==> src/rtl/bus_rr_arbiter.sv <==
// Two-master round-robin arbiter that sequences one ce/rd/wr transfer
// per grant on the shared memory bus and returns a one-cycle ack.
module bus_rr_arbiter #(
    parameter int ADDR_W        = 8,
    parameter int DATA_W        = 8,
    parameter int ACCESS_CYCLES = 1
) (
    input  logic              clk,
    input  logic              rst_n,
    input  logic              m0_req,
    input  logic              m0_we,
    input  logic [ADDR_W-1:0] m0_addr,
    input  logic [DATA_W-1:0] m0_wdata,
    output logic              m0_ack,
    output logic [DATA_W-1:0] m0_rdata,
    input  logic              m1_req,
    input  logic              m1_we,
    input  logic [ADDR_W-1:0] m1_addr,
    input  logic [DATA_W-1:0] m1_wdata,
    output logic              m1_ack,
    output logic [DATA_W-1:0] m1_rdata,
    output logic              ce,
    output logic              rd,
    output logic              wr,
    output logic [ADDR_W-1:0] addr,
    output logic [DATA_W-1:0] data_wr,
    input  logic [DATA_W-1:0] data_rd,
    output logic              busy
);

    typedef enum logic [1:0] {IDLE, ACCESS, ACK} state_t;

    localparam logic [3:0] CNT_INIT = 4'(ACCESS_CYCLES - 1);

    state_t            state, state_d;
    logic [3:0]        cnt, cnt_d;
    logic              gnt, gnt_d;
    logic              last_grant, last_grant_d;
    logic              is_rd, is_rd_d;
    logic              ce_d, rd_d, wr_d, busy_d;
    logic [ADDR_W-1:0] addr_d;
    logic [DATA_W-1:0] data_wr_d;
    logic              m0_ack_d, m1_ack_d;
    logic [DATA_W-1:0] m0_rdata_d, m1_rdata_d;

    // Tie goes to the master that did not win the previous tie
    logic              tie, sel, sel_we;
    logic [ADDR_W-1:0] sel_addr;
    logic [DATA_W-1:0] sel_wdata;

    assign tie       = m0_req && m1_req;
    assign sel       = tie ? ~last_grant : m1_req;
    assign sel_we    = sel ? m1_we : m0_we;
    assign sel_addr  = sel ? m1_addr : m0_addr;
    assign sel_wdata = sel ? m1_wdata : m0_wdata;

    always_comb begin
        state_d      = state;
        cnt_d        = cnt;
        gnt_d        = gnt;
        last_grant_d = last_grant;
        is_rd_d      = is_rd;
        ce_d         = ce;
        rd_d         = rd;
        wr_d         = wr;
        busy_d       = busy;
        addr_d       = addr;
        data_wr_d    = data_wr;
        m0_ack_d     = 1'b0;
        m1_ack_d     = 1'b0;
        m0_rdata_d   = m0_rdata;
        m1_rdata_d   = m1_rdata;
        unique case (state)
            IDLE: begin
                if (m0_req || m1_req) begin
                    if (tie) last_grant_d = sel;
                    gnt_d     = sel;
                    is_rd_d   = ~sel_we;
                    ce_d      = 1'b1;
                    wr_d      = sel_we;
                    rd_d      = ~sel_we;
                    addr_d    = sel_addr;
                    data_wr_d = sel_we ? sel_wdata : '0;
                    cnt_d     = CNT_INIT;
                    busy_d    = 1'b1;
                    state_d   = ACCESS;
                end
            end
            ACCESS: begin
                if (cnt != 4'd0) begin
                    cnt_d = cnt - 4'd1;
                end else begin
                    if (is_rd && gnt)  m1_rdata_d = data_rd;
                    if (is_rd && !gnt) m0_rdata_d = data_rd;
                    ce_d      = 1'b0;
                    rd_d      = 1'b0;
                    wr_d      = 1'b0;
                    addr_d    = '0;
                    data_wr_d = '0;
                    m0_ack_d  = ~gnt;
                    m1_ack_d  = gnt;
                    state_d   = ACK;
                end
            end
            ACK: begin
                busy_d  = 1'b0;
                state_d = IDLE;
            end
            default: begin
                busy_d  = 1'b0;
                state_d = IDLE;
            end
        endcase
    end

    always_ff @(posedge clk or negedge rst_n) begin
        if (!rst_n) begin
            state      <= IDLE;
            cnt        <= '0;
            gnt        <= 1'b0;
            last_grant <= 1'b1;
            is_rd      <= 1'b0;
            ce         <= 1'b0;
            rd         <= 1'b0;
            wr         <= 1'b0;
            busy       <= 1'b0;
            addr       <= '0;
            data_wr    <= '0;
            m0_ack     <= 1'b0;
            m1_ack     <= 1'b0;
            m0_rdata   <= '0;
            m1_rdata   <= '0;
        end else begin
            state      <= state_d;
            cnt        <= cnt_d;
            gnt        <= gnt_d;
            last_grant <= last_grant_d;
            is_rd      <= is_rd_d;
            ce         <= ce_d;
            rd         <= rd_d;
            wr         <= wr_d;
            busy       <= busy_d;
            addr       <= addr_d;
            data_wr    <= data_wr_d;
            m0_ack     <= m0_ack_d;
            m1_ack     <= m1_ack_d;
            m0_rdata   <= m0_rdata_d;
            m1_rdata   <= m1_rdata_d;
        end
    end

endmodule

==> config.mk <==
export PLATFORM = sky130hd
export DESIGN_NAME = bus_rr_arbiter
export DESIGN_NICKNAME = d
export VERILOG_FILES = /design/src/rtl/bus_rr_arbiter.sv
export SDC_FILE = /design/constraint.sdc
export NUM_CORES = 1
export LEC_CHECK = 0
export CAP_MARGIN = 20
export CORE_UTILIZATION = 39
export DETAILED_ROUTE_END_ITERATION = 8
export PLACE_DENSITY = 0.76
export SYNTH_ARGS = -nofsm -noshare
export SYNTH_HDL_FRONTEND = slang
export SYNTH_SLANG_ARGS = --single-unit
==> constraint.sdc <==
create_clock -name clk -period 2 [get_ports clk]
set_clock_uncertainty 0.1 [all_clocks]
set_input_delay 0.2 -clock clk [delete_from_list [all_inputs] [get_ports clk]]
set_output_delay 0.2 -clock clk [all_outputs]
set_load 0.05 [all_outputs]
==> impl_metrics.ini <==
[pwr]
ir_drop_mv = 0.716
p_per_area_nw_per_um2 = 1660
power.total_mw = 5.35
leakage_nw = 1.35

[sta]
finalSetupTns_ns = 0
drv_slew = 0
setup_ws_ns = 0.104
hold_viol_final = 0
setup_viol = 0
tightest_slew_ns = 0.533
fin_crit_sh_pct = 94.8
min_period_ns = 1.90
maxSlewHeadroom_pct = 64.4
fmax_mhz = 527
rsz0062_at_grt = no

[clocking]
clk_pin_slew_ns = 0.08
cts_tree = yes
cts_buffers = 5
insertion_delay_ns = 0.30
cts_root_buf = clkbuf_8
clkSinkCount = 47
cts-htree-levels = 2
clock_path_buffers = 2

[floorplanning]
rows = 26
die-area_um2 = 5770
core_area_um2 = 5170
die_h_um = 75.9
initial_core_util_pct = 41.2
io_pins = 84
die_width_um = 75.9

[grt]
grt_overflow = 0
first_global_vias = 1748
grt_pass1_wl_mm = 8.31
grt_usage_pct = 18.1
grt_max_degree = 26
antenna_found_initial = 0

[drt]
routed_wl_mm = 4.91
drt.antenna.violating_nets = 0
wire_per_inst_um = 14.3
dr.pass1.iters = 4
vias = 1751
drtIter0Drc = 68
viasPerCell = 5.09
drc_errors = 0

[critical_path]
slowest_delay_ns = 0.42
critical_path_class = reg2reg
required_ns = 2.09
cp_max_fo = 8
start_kind = flip-flop
end_kind = flip-flop
critPathSlowestCell = dfrtp_1
crit_chain = inv_2 -> ha_1 -> or3b_4 -> nor3_4 -> buf_12 -> mux2_2
worst_path_dominant_cell_family = simple AND/OR/NAND/NOR gates
critPathBufInv = 2
cp.arrival_ns = 1.98

[placement]
gp_congestion = 0.840
hpwl_mm = 3.55
port_buffers = 83
pre_cts_slack_ns = -0.0607

[synthesis]
syn_avg_cell_area_um2 = 11.5
yosys_warnings = 0
syn_inst = 186
synth-seq-cells = 47
synth_fp_nets = 234
yosysSeqAreaShare_pct = 55.2
syn-cell-area_um2 = 2130
synthDistinctLibCells = 27

[status]
status = complete, no violations

[min_path]
hp-class = in2async

[final_layout]
final_layout_size_suffix_gt1_share_pct = 19.0
nets = 321
insertedDiodeCount = 0
postLayoutCoreUtil_pct = 62.5
areaGrowthSynthToFinish_pct = 51.6

[run]
maxCapViolations = 0
## metal layers
layer / wire [µm] / vias up / GRT usage (%) / share of wire [%]
met5: 0 / - / 0 / 0
met4: 50 / 0 / 5.77 / 1.0
met3: 358 / 5 / 5.18 / 7.3
met2: 2380 / 62 / 30.2 / 48
met1: 2120 / 844 / 22.8 / 43
li1: - / 840 / - / -
## report_power, final
group | leakage (nW) | switching, mW | total [mW] | internal, mW
Sequential | 0.587 | 0.221 | 1.59 | 1.37
Combinational | 0.711 | 1.98 | 3.14 | 1.17
Clock | 0.0505 | 0.305 | 0.619 | 0.314
Total | 1.35 | 2.50 | 5.35 | 2.85
## timing repair
action                     4_1_cts  5_1_grt
setup buffers                    1        0
setup endpoints to repair        8       17
hold buffers                     1        0
pin swaps                        1        0
resized for setup                0        3
hold endpoints to repair        21        0
## final cells by class
cell class / instances / area, µm²
Inverter: 4 / 15.0
Clock inverter: 1 / 7.51
Timing Repair Buffer: 94 / 961
Fill cell: 420 / 1940
Multi-Input combinational cell: 121 / 887
Sequential cell: 47 / 1180
Clock buffer: 7 / 96.3
Tap cell: 70 / 87.6
## state kept, by name (all words and copies together) (netlist names), 2 cells and up
signal,flops
addr,8
data_wr,8
state,2
m0_rdata,8
m1_rdata,8
cnt,4
## synth_stat cells
cell	n	area, µm²
nand2_1	19	71.3
buf_2	7	35.0
or2_1	1	6.26
nor3_1	2	10.0
a21boi_0	1	7.51
nand4b_1	1	8.76
o2bb2ai_1	1	8.76
ha_1	2	25.0
o22ai_1	18	113
clkbuf_1	7	26.3
nor3b_1	1	7.51
dfrtp_1	46	1150
dfstp_2	1	26.3
xor2_1	1	8.76
nor3_4	1	16.3
o221ai_1	1	8.76
mux2_2	26	293
nor2b_1	1	6.26
nand2b_1	1	6.26
o21ai_0	23	115
inv_1	4	15.0
or2_2	1	6.26
mux2i_1	12	120
and3_1	1	6.26
nor2_1	4	15.0
or3b_1	1	8.76
nand3_1	2	10.0
## cell usage in the layout (no fill, tap or decap), drive strengths merged, types with 2 or more instances in the layout
cell	n
o21ai	23
buf	11
nor3	3
inv	4
ha	2
or2	2
clkdlybuf4s50	82
mux2i	12
dfrtp	46
o22ai	18
nor2	4
clkbuf	7
mux2	26
nand2	19
nand3	2
## final timing paths
kind,from,depth (start not counted),slack (ns),to
max in group asynchronous,rst_n,3,0.98,addr[1]
setup / recovery,cnt[0],6,0.10,m1_rdata[7]
setup reg to reg,cnt[0],6,0.10,m1_rdata[7]
min in group clk,m1_rdata[5],1,0.41,m1_rdata[5]
hold reg to reg,m1_rdata[5],1,0.41,m1_rdata[5]
hold / removal,rst_n,2,0.30,m1_rdata[4]
## kinds of logic after synthesis
kind of cell | after synthesis | share of synthesized area (%)
xor+xnor | 1 | 0.411
buf+inv | 18 | 3.58
simple gates | 36 | 8.39
flops | 47 | 55.2
fa+ha+maj | 2 | 1.17
compound gates | 44 | 11.9
mux | 38 | 19.4
## per-stage QoR
stage	area, µm²	cells	hold slack, ns
2_1_floorplan	2130	186	-0.196
3_3_place_gp	3090	334	0.108
3_5_place_dp	3090	334	0.112
4_1_cts	3230	344	0.312
5_1_grt	3230	344	0.337
6_report	3230	344	0.304
Power figures use the tool's default switching activity.
